**config.mk**
```make
export PLATFORM = sky130hd
export DESIGN_NAME = glitch_event_monitor_flat
export DESIGN_NICKNAME = d
export VERILOG_FILES = /design/src/rtl/glitch_event_monitor_pkg.sv /design/src/rtl/glitch_event_monitor_if.sv /design/src/rtl/glitch_evt_fifo.sv /design/src/rtl/glitch_event_monitor.sv /design/src/flat_wrapper.sv
export SDC_FILE = /design/constraint.sdc
export NUM_CORES = 1
export LEC_CHECK = 0
export ABC_AREA = 1
export BUFFER_PORTS_ARGS = -buffer_cell sky130_fd_sc_hd__buf_4
export CORE_AREA = 10 10 170 172
export CTS_CLUSTER_DIAMETER = 30
export DETAILED_ROUTE_END_ITERATION = 8
export DIE_AREA = 0 0 180 182
export PLACE_DENSITY = 0.71
export SLEW_MARGIN = 20
export SYNTH_ARGS = -nofsm -noshare
export SYNTH_HDL_FRONTEND = slang
export SYNTH_SLANG_ARGS = --single-unit
```
**constraint.sdc**
```tcl
create_clock -name glitch_clk -period 3.4 [get_ports glitch_clk]
set_clock_uncertainty 0.15 [all_clocks]
set_input_delay 0.68 -clock glitch_clk [delete_from_list [all_inputs] [get_ports glitch_clk]]
set_output_delay 0.68 -clock glitch_clk [all_outputs]
set_load 0.02 [all_outputs]
```
**src/rtl/glitch_event_monitor_pkg.sv**
```systemverilog
// Shared types for the glitch event monitor: FSM encoding and event record layout.
package glitch_mon_pkg;

  localparam int unsigned OFFSET_W   = 16;
  localparam int unsigned PULSE_W    = 8;
  localparam int unsigned FIFO_DEPTH = 8;
  localparam int unsigned ERR_W      = 32;

  typedef enum logic [1:0] {
    IDLE  = 2'd0,
    ARMED = 2'd1,
    PULSE = 2'd2
  } state_t;

  // Event record as stored in the FIFO: offset in the upper bits, width below.
  typedef struct packed {
    logic [OFFSET_W-1:0] offset;
    logic [PULSE_W-1:0]  width;
  } evt_rec_t;

endpackage

```
**src/rtl/glitch_event_monitor_if.sv**
```systemverilog
// Event drain bus between the glitch monitor (master) and the cocotb reader (slave).
interface glitch_evt_if
  import glitch_mon_pkg::*;
#(
  parameter int unsigned pOFFSET_WIDTH = OFFSET_W,
  parameter int unsigned pPULSE_WIDTH  = PULSE_W,
  parameter int unsigned pFIFO_DEPTH   = FIFO_DEPTH
);
  logic                         evt_rd;
  logic                         evt_valid;
  logic [pOFFSET_WIDTH-1:0]     evt_offset;
  logic [pPULSE_WIDTH-1:0]      evt_width;
  logic [$clog2(pFIFO_DEPTH):0] fifo_count;
  logic                         evt_overflow;

  modport master (
    input  evt_rd,
    output evt_valid, evt_offset, evt_width, fifo_count, evt_overflow
  );

  modport slave (
    output evt_rd,
    input  evt_valid, evt_offset, evt_width, fifo_count, evt_overflow
  );
endinterface

```
**src/rtl/glitch_evt_fifo.sv**
```systemverilog
// Synchronous first-word-fall-through FIFO of packed event records with sticky drop flag.
module glitch_evt_fifo #(
  parameter int unsigned pDATA_WIDTH = 24,
  parameter int unsigned pDEPTH      = 8
) (
  input  logic                    clk,
  input  logic                    reset,
  input  logic                    clr,
  input  logic                    push,
  input  logic                    pop,
  input  logic [pDATA_WIDTH-1:0]  din,
  output logic                    valid,
  output logic [pDATA_WIDTH-1:0]  head,
  output logic [$clog2(pDEPTH):0] count,
  output logic                    overflow
);
  localparam int unsigned AW = $clog2(pDEPTH);
  localparam int unsigned CW = AW + 1;

  logic [pDATA_WIDTH-1:0] mem [pDEPTH];
  logic [AW-1:0]          wr_ptr;
  logic [AW-1:0]          rd_ptr;
  logic                   full_c;
  logic                   do_push_c;
  logic                   do_pop_c;
  logic [CW-1:0]          count_next_c;

  // A full FIFO still accepts a push when the head leaves on the same edge.
  always_comb begin
    do_pop_c     = pop & (count != '0);
    full_c       = (count == CW'(pDEPTH));
    do_push_c    = push & (~full_c | do_pop_c);
    count_next_c = count + CW'(do_push_c) - CW'(do_pop_c);
  end

  always_ff @(posedge clk) begin
    if (reset || clr) begin
      wr_ptr   <= '0;
      rd_ptr   <= '0;
      count    <= '0;
      valid    <= 1'b0;
      overflow <= 1'b0;
    end else begin
      if (do_push_c) wr_ptr <= wr_ptr + AW'(1);
      if (do_pop_c)  rd_ptr <= rd_ptr + AW'(1);
      count <= count_next_c;
      valid <= (count_next_c != '0);
      if (push && !do_push_c) overflow <= 1'b1;
    end
  end

  always_ff @(posedge clk) begin
    if (!reset && !clr && do_push_c) mem[wr_ptr] <= din;
  end

  assign head = mem[rd_ptr];

endmodule

```
**src/rtl/glitch_event_monitor.sv**
```systemverilog
// Checks glitch_out against the reference every cycle and records each glitch pulse
// as an (offset-from-trigger, width) event for software to drain.
module glitch_event_monitor
  import glitch_mon_pkg::*;
#(
  parameter int unsigned pOFFSET_WIDTH = OFFSET_W,
  parameter int unsigned pPULSE_WIDTH  = PULSE_W,
  parameter int unsigned pFIFO_DEPTH   = FIFO_DEPTH,
  parameter int unsigned pERR_WIDTH    = ERR_W
) (
  input  logic                  glitch_clk,
  input  logic                  reset,
  input  logic                  enable,
  input  logic                  clr_stats,
  input  logic                  trigger,
  input  logic                  glitch_out,
  input  logic                  expected_glitch,
  glitch_evt_if.master          evt,
  output logic [pERR_WIDTH-1:0] error_count,
  output logic                  glitch_error,
  output logic                  busy
);
  localparam int unsigned REC_W = pOFFSET_WIDTH + pPULSE_WIDTH;

  state_t                   state;
  logic                     trigger_q;
  logic [pOFFSET_WIDTH-1:0] off_cnt;
  logic [pOFFSET_WIDTH-1:0] off_q;
  logic [pPULSE_WIDTH-1:0]  wid_q;

  logic                     trig_rise_c;
  logic                     mismatch_c;
  logic [pOFFSET_WIDTH-1:0] off_inc_c;
  logic [pOFFSET_WIDTH-1:0] off_next_c;
  logic [pPULSE_WIDTH-1:0]  wid_inc_c;
  logic                     push_c;
  logic [REC_W-1:0]         head_c;

  always_comb begin
    trig_rise_c = trigger & ~trigger_q;
    mismatch_c  = (glitch_out != expected_glitch);
    off_inc_c   = (off_cnt == '1) ? off_cnt : off_cnt + pOFFSET_WIDTH'(1);
    off_next_c  = trig_rise_c ? '0 : off_inc_c;
    wid_inc_c   = (wid_q == '1) ? wid_q : wid_q + pPULSE_WIDTH'(1);
    // Pulse ends on a low sample, or is cut short when the monitor is disabled.
    push_c      = (state == PULSE) & (~glitch_out | ~enable);
  end

  always_ff @(posedge glitch_clk) begin
    if (reset) begin
      trigger_q    <= 1'b0;
      glitch_error <= 1'b0;
    end else begin
      trigger_q    <= trigger;
      glitch_error <= enable & mismatch_c;
    end
  end

  always_ff @(posedge glitch_clk) begin
    if (reset || clr_stats) begin
      error_count <= '0;
    end else if (enable && mismatch_c && (error_count != '1)) begin
      error_count <= error_count + pERR_WIDTH'(1);
    end
  end

  // Pulse measurement FSM; busy is registered alongside the state.
  always_ff @(posedge glitch_clk) begin
    if (reset) begin
      state   <= IDLE;
      busy    <= 1'b0;
      off_cnt <= '0;
      off_q   <= '0;
      wid_q   <= '0;
    end else if (!enable) begin
      state <= IDLE;
      busy  <= 1'b0;
    end else begin
      case (state)
        IDLE: begin
          if (trig_rise_c) begin
            off_cnt <= '0;
            busy    <= 1'b1;
            if (glitch_out) begin
              state <= PULSE;
              off_q <= '0;
              wid_q <= pPULSE_WIDTH'(1);
            end else begin
              state <= ARMED;
            end
          end
        end
        ARMED: begin
          off_cnt <= off_next_c;
          if (glitch_out) begin
            state <= PULSE;
            off_q <= off_next_c;
            wid_q <= pPULSE_WIDTH'(1);
          end
        end
        PULSE: begin
          off_cnt <= off_inc_c;
          if (glitch_out) wid_q <= wid_inc_c;
          else            state <= ARMED;
        end
        default: begin
          state <= IDLE;
          busy  <= 1'b0;
        end
      endcase
    end
  end

  glitch_evt_fifo #(
    .pDATA_WIDTH (REC_W),
    .pDEPTH      (pFIFO_DEPTH)
  ) u_fifo (
    .clk      (glitch_clk),
    .reset    (reset),
    .clr      (clr_stats),
    .push     (push_c),
    .pop      (evt.evt_rd),
    .din      ({off_q, wid_q}),
    .valid    (evt.evt_valid),
    .head     (head_c),
    .count    (evt.fifo_count),
    .overflow (evt.evt_overflow)
  );

  assign evt.evt_offset = head_c[REC_W-1 -: pOFFSET_WIDTH];
  assign evt.evt_width  = head_c[pPULSE_WIDTH-1:0];

endmodule

```
**src/flat_wrapper.sv**
```systemverilog
// flat-port wrapper written by rule: the top's interface ports become plain ports
module glitch_event_monitor_flat import glitch_mon_pkg::*;
#(
  parameter int unsigned pOFFSET_WIDTH = OFFSET_W,
  parameter int unsigned pPULSE_WIDTH  = PULSE_W,
  parameter int unsigned pFIFO_DEPTH   = FIFO_DEPTH,
  parameter int unsigned pERR_WIDTH    = ERR_W
)
  (glitch_clk, reset, enable, clr_stats, trigger, glitch_out, expected_glitch, error_count, glitch_error, busy, evt_evt_rd, evt_evt_valid, evt_evt_offset, evt_evt_width, evt_fifo_count, evt_evt_overflow);
  glitch_evt_if #(.pOFFSET_WIDTH(pOFFSET_WIDTH), .pPULSE_WIDTH(pPULSE_WIDTH), .pFIFO_DEPTH(pFIFO_DEPTH)) evt_i ();
  input  logic glitch_clk;
  input  logic reset;
  input  logic enable;
  input  logic clr_stats;
  input  logic trigger;
  input  logic glitch_out;
  input  logic expected_glitch;
  output logic [pERR_WIDTH-1:0] error_count;
  output logic glitch_error;
  output logic busy;
  input wire logic [$bits(evt_i.evt_rd)-1:0] evt_evt_rd;
  output wire logic [$bits(evt_i.evt_valid)-1:0] evt_evt_valid;
  output wire logic [$bits(evt_i.evt_offset)-1:0] evt_evt_offset;
  output wire logic [$bits(evt_i.evt_width)-1:0] evt_evt_width;
  output wire logic [$bits(evt_i.fifo_count)-1:0] evt_fifo_count;
  output wire logic [$bits(evt_i.evt_overflow)-1:0] evt_evt_overflow;
  assign evt_i.evt_rd = evt_evt_rd;
  assign evt_evt_valid = evt_i.evt_valid;
  assign evt_evt_offset = evt_i.evt_offset;
  assign evt_evt_width = evt_i.evt_width;
  assign evt_fifo_count = evt_i.fifo_count;
  assign evt_evt_overflow = evt_i.evt_overflow;
  glitch_event_monitor #(.pOFFSET_WIDTH(pOFFSET_WIDTH), .pPULSE_WIDTH(pPULSE_WIDTH), .pFIFO_DEPTH(pFIFO_DEPTH), .pERR_WIDTH(pERR_WIDTH)) u_core (.glitch_clk(glitch_clk), .reset(reset), .enable(enable), .clr_stats(clr_stats), .trigger(trigger), .glitch_out(glitch_out), .expected_glitch(expected_glitch), .evt(evt_i), .error_count(error_count), .glitch_error(glitch_error), .busy(busy));
endmodule
```
==> results.json <==
{
  "coreArea_mm2": 0.02562,
  "cts_resized": 0,
  "critPathKind": "reg -> out",
  "synth_area_leader_cell": "edfxtp_1",
  "pre_cts_ws_ns": 0.3828,
  "antenna_left": 0,
  "min_from": "trigger",
  "drt-wirelength-per-cell_um": 15.56,
  "period_needed_ns": 3.120,
  "ys_async_sr_fraction": 0,
  "synthTopCellsByArea": "edfxtp_1 46%, dfxtp_1 15%, nand2_1 10%, nor2_1 7.6%, o32ai_1 3.3%",
  "max-slew-margin-rel": 0.3942,
  "layout_commonest_cell": "nand2_1",
  "tns_ns": 0,
  "rows": 59,
  "p_int_w": 0.007092,
  "synth_fp_nets": 1359,
  "diodes": 0,
  "clkLatencyLatePin_ns": 0.55,
  "reg2reg_from": "u_core.state[0]",
  "grt_pass1_wl_mm": 45.69,
  "synth_area_per_cell_um2": 9.458,
  "worst_pin_slew_ns": 0.9077,
  "drive_gt1_frac": 0.1623,
  "antenna_found_initial": 0,
  "hold_path.class": "in -> reg",
  "grt_pass1_vias": 9169,
  "cts_buffer_depth": 3,
  "syn_to_final_growth_pct": 20.44,
  "cp_max_fo": 36,
  "setup_ws_ns": 0.2796,
  "ir_drop_mv": 0.3875,
  "fin_nets": 1450,
  "fmax_mhz": 320.5,
  "cts_hold_buf": 0,
  "cts-root-buf": "clkbuf_16",
  "synth_edf_count": 192,
  "setup_viol": 0,
  "tritoncts": "built",
  "via_count": 9521,
  "dp_hpwl_mm": 17.66,
  "syn_area_mm2": 0.01264,
  "drc": 0,
  "cts_inserted_buffers": 48,
  "cts.sinks": 284,
  "grt_setup_unrepaired": "false",
  "status": "completed",
  "required_ns": 2.57,
  "total_power_w": 0.009403,
  "dieArea_mm2": 0.03276,
  "clk_pin_slew_ns": 0.05,
  "start_util": 0.4933,
  "hold_violations": 0,
  "worstSetupStartpointType": "register",
  "max_cap_violations": 0,
  "swShare": 0.2457,
  "power_frac_seq": 0.398,
  "power_density_mw_per_mm2": 617.9,
  "grt_max_degree": 97,
  "grtUsageTotal": 0.1661,
  "power_frac_comb": 0.096,
  "drt_iter0_drc": 736,
  "gp_congestion": 0.8742,
  "ys_seq_area_frac": 0.6020,
  "gr-total-overflow": 0,
  "synth.top_cell.area_share": 0.4563,
  "period_share": 0.9178,
  "die_w_um": 180,
  "fp.dieH_um": 182,
  "synth-seq-cells": 284,
  "htreeDepth": 2,
  "vias_per_cell": 5.287,
  "yosysUniqueCellTypes": 37,
  "routed_wl_mm": 28.03,
  "port_buffers": 71,
  "post_cts_buffers": 0,
  "power.leakage_nw": 5.691,
  "synthFlopType": "edfxtp_1",
  "ys_warn_count": 0,
  "p_switching_w": 0.002311,
  "hold-worst-slack_ns": 0.2212,
  "drv_slew": 0,
  "clockPowerShare": 0.506,
  "netlist_instances": 1336,
  "cp.arrival_ns": 2.29,
  "ios": 72,
  "cp-end-kind": "output pin",
  "first_pass_iters": 5,
  "final_cell_mix": "341 x nand2_1, 251 x nor2_1, 192 x edfxtp_1, 93 x buf_4, 90 x dfxtp_1"
}
[stage by stage]
step	instances	instance area (µm²)	utilization
finish	1801	15220	0.5941
global route	1801	15220	0.5941
CTS	1801	15220	0.5941
detailed placement	1712	13580	0.5302
global placement	1712	13580	0.5302
floorplan	1336	12640	-
[cells in the mapped netlist, types with 2 or more instances]
| cell | instances |
|---|---|
| a211oi_1 | 2 |
| a21oi_1 | 55 |
| a21oi_2 | 19 |
| buf_1 | 2 |
| buf_12 | 2 |
| buf_2 | 14 |
| clkbuf_1 | 36 |
| dfxtp_1 | 92 |
| edfxtp_1 | 192 |
| ha_1 | 14 |
| inv_1 | 65 |
| nand2_1 | 341 |
| nand2_2 | 19 |
| nand2_4 | 2 |
| nand3_1 | 32 |
| nand3b_1 | 10 |
| nand4_1 | 10 |
| nor2_1 | 255 |
| nor2_2 | 2 |
| nor2_4 | 3 |
| nor3_1 | 11 |
| o21ai_0 | 58 |
| o21ai_1 | 13 |
| o21bai_1 | 3 |
| o32ai_1 | 48 |
| xnor2_1 | 12 |
| xor2_1 | 14 |
[registers in the layout, summed over array words and instances (netlist names), named ones only]
register / cells
u_core.off_cnt: 16
u_core.u_fifo.wr_ptr: 3
u_core.busy: 1
u_core.state: 2
u_core.u_fifo.overflow: 1
u_core.u_fifo.count: 4
u_core.off_q: 16
u_core.u_fifo.valid: 1
u_core.glitch_error: 1
u_core.u_fifo.rd_ptr: 3
u_core.trigger_q: 1
u_core.wid_q: 8
u_core.u_fifo.mem: 192
u_core.error_count: 32
[layout make-up]
cell class,instances,area (µm²)
multi-input combinational,930,4543
clock inverter,36,395.4
clock buffer,53,1241
inverter,67,251.5
fill,2128,10400
tap,335,419.2
timing repair buffer,96,758.2
sequential,284,7610
[path summary, 6_finish.rpt]
path	end	slack (ns)	cells after the start
worst max-delay path	evt_evt_width[4]	0.28	7
worst min-delay path	u_core.trigger_q	0.22	3
worst max register to register	u_core.u_fifo.valid	0.52	15
worst min register to register	register	0.32	2
[routing by layer]
metal  routed length, µm  track usage  vias to the layer above
met5                   0            0                        -
met1               12040       0.2033                     4501
met2               13780       0.2900                      254
met3                1659      0.03241                       48
li1                    -            -                     4718
met4                 541      0.04995                        0
[logic make-up (layout without fill, tap and decap cells)]
logic type | Yosys count | count (layout) | synth area share
AO/OA/AOI/OAI | 200 | 200 | 0.1005
flip-flops | 284 | 284 | 0.6020
adder cells (fa/ha/maj) | 15 | 15 | 0.01545
XOR/XNOR | 26 | 26 | 0.01802
AND/OR/NAND/NOR | 689 | 689 | 0.2232
buffers and inverters | 122 | 252 | 0.04080
[worst max-delay path, cell delays in order, from the launching register on]
cell and delay (ns):
dfxtp_2 0.33, inv_2 0.31, buf_4 0.42, nor2_1 0.08
o32ai_1 0.24, nand2_1 0.08, nand2_1 0.13, buf_4 0.15
[power by group through the flow]
stage	logic (W)	clock network [W]	registers, W
global placement	0.000887	0	0.00381
global route	0.00101	0.00501	0.00374
finish	0.000904	0.00476	0.00374
CTS	0.000916	0.00484	0.00374
detailed placement	0.000910	0	0.00381
floorplan	0.000613	0	0.00381
Power figures use the tool's default switching activity.
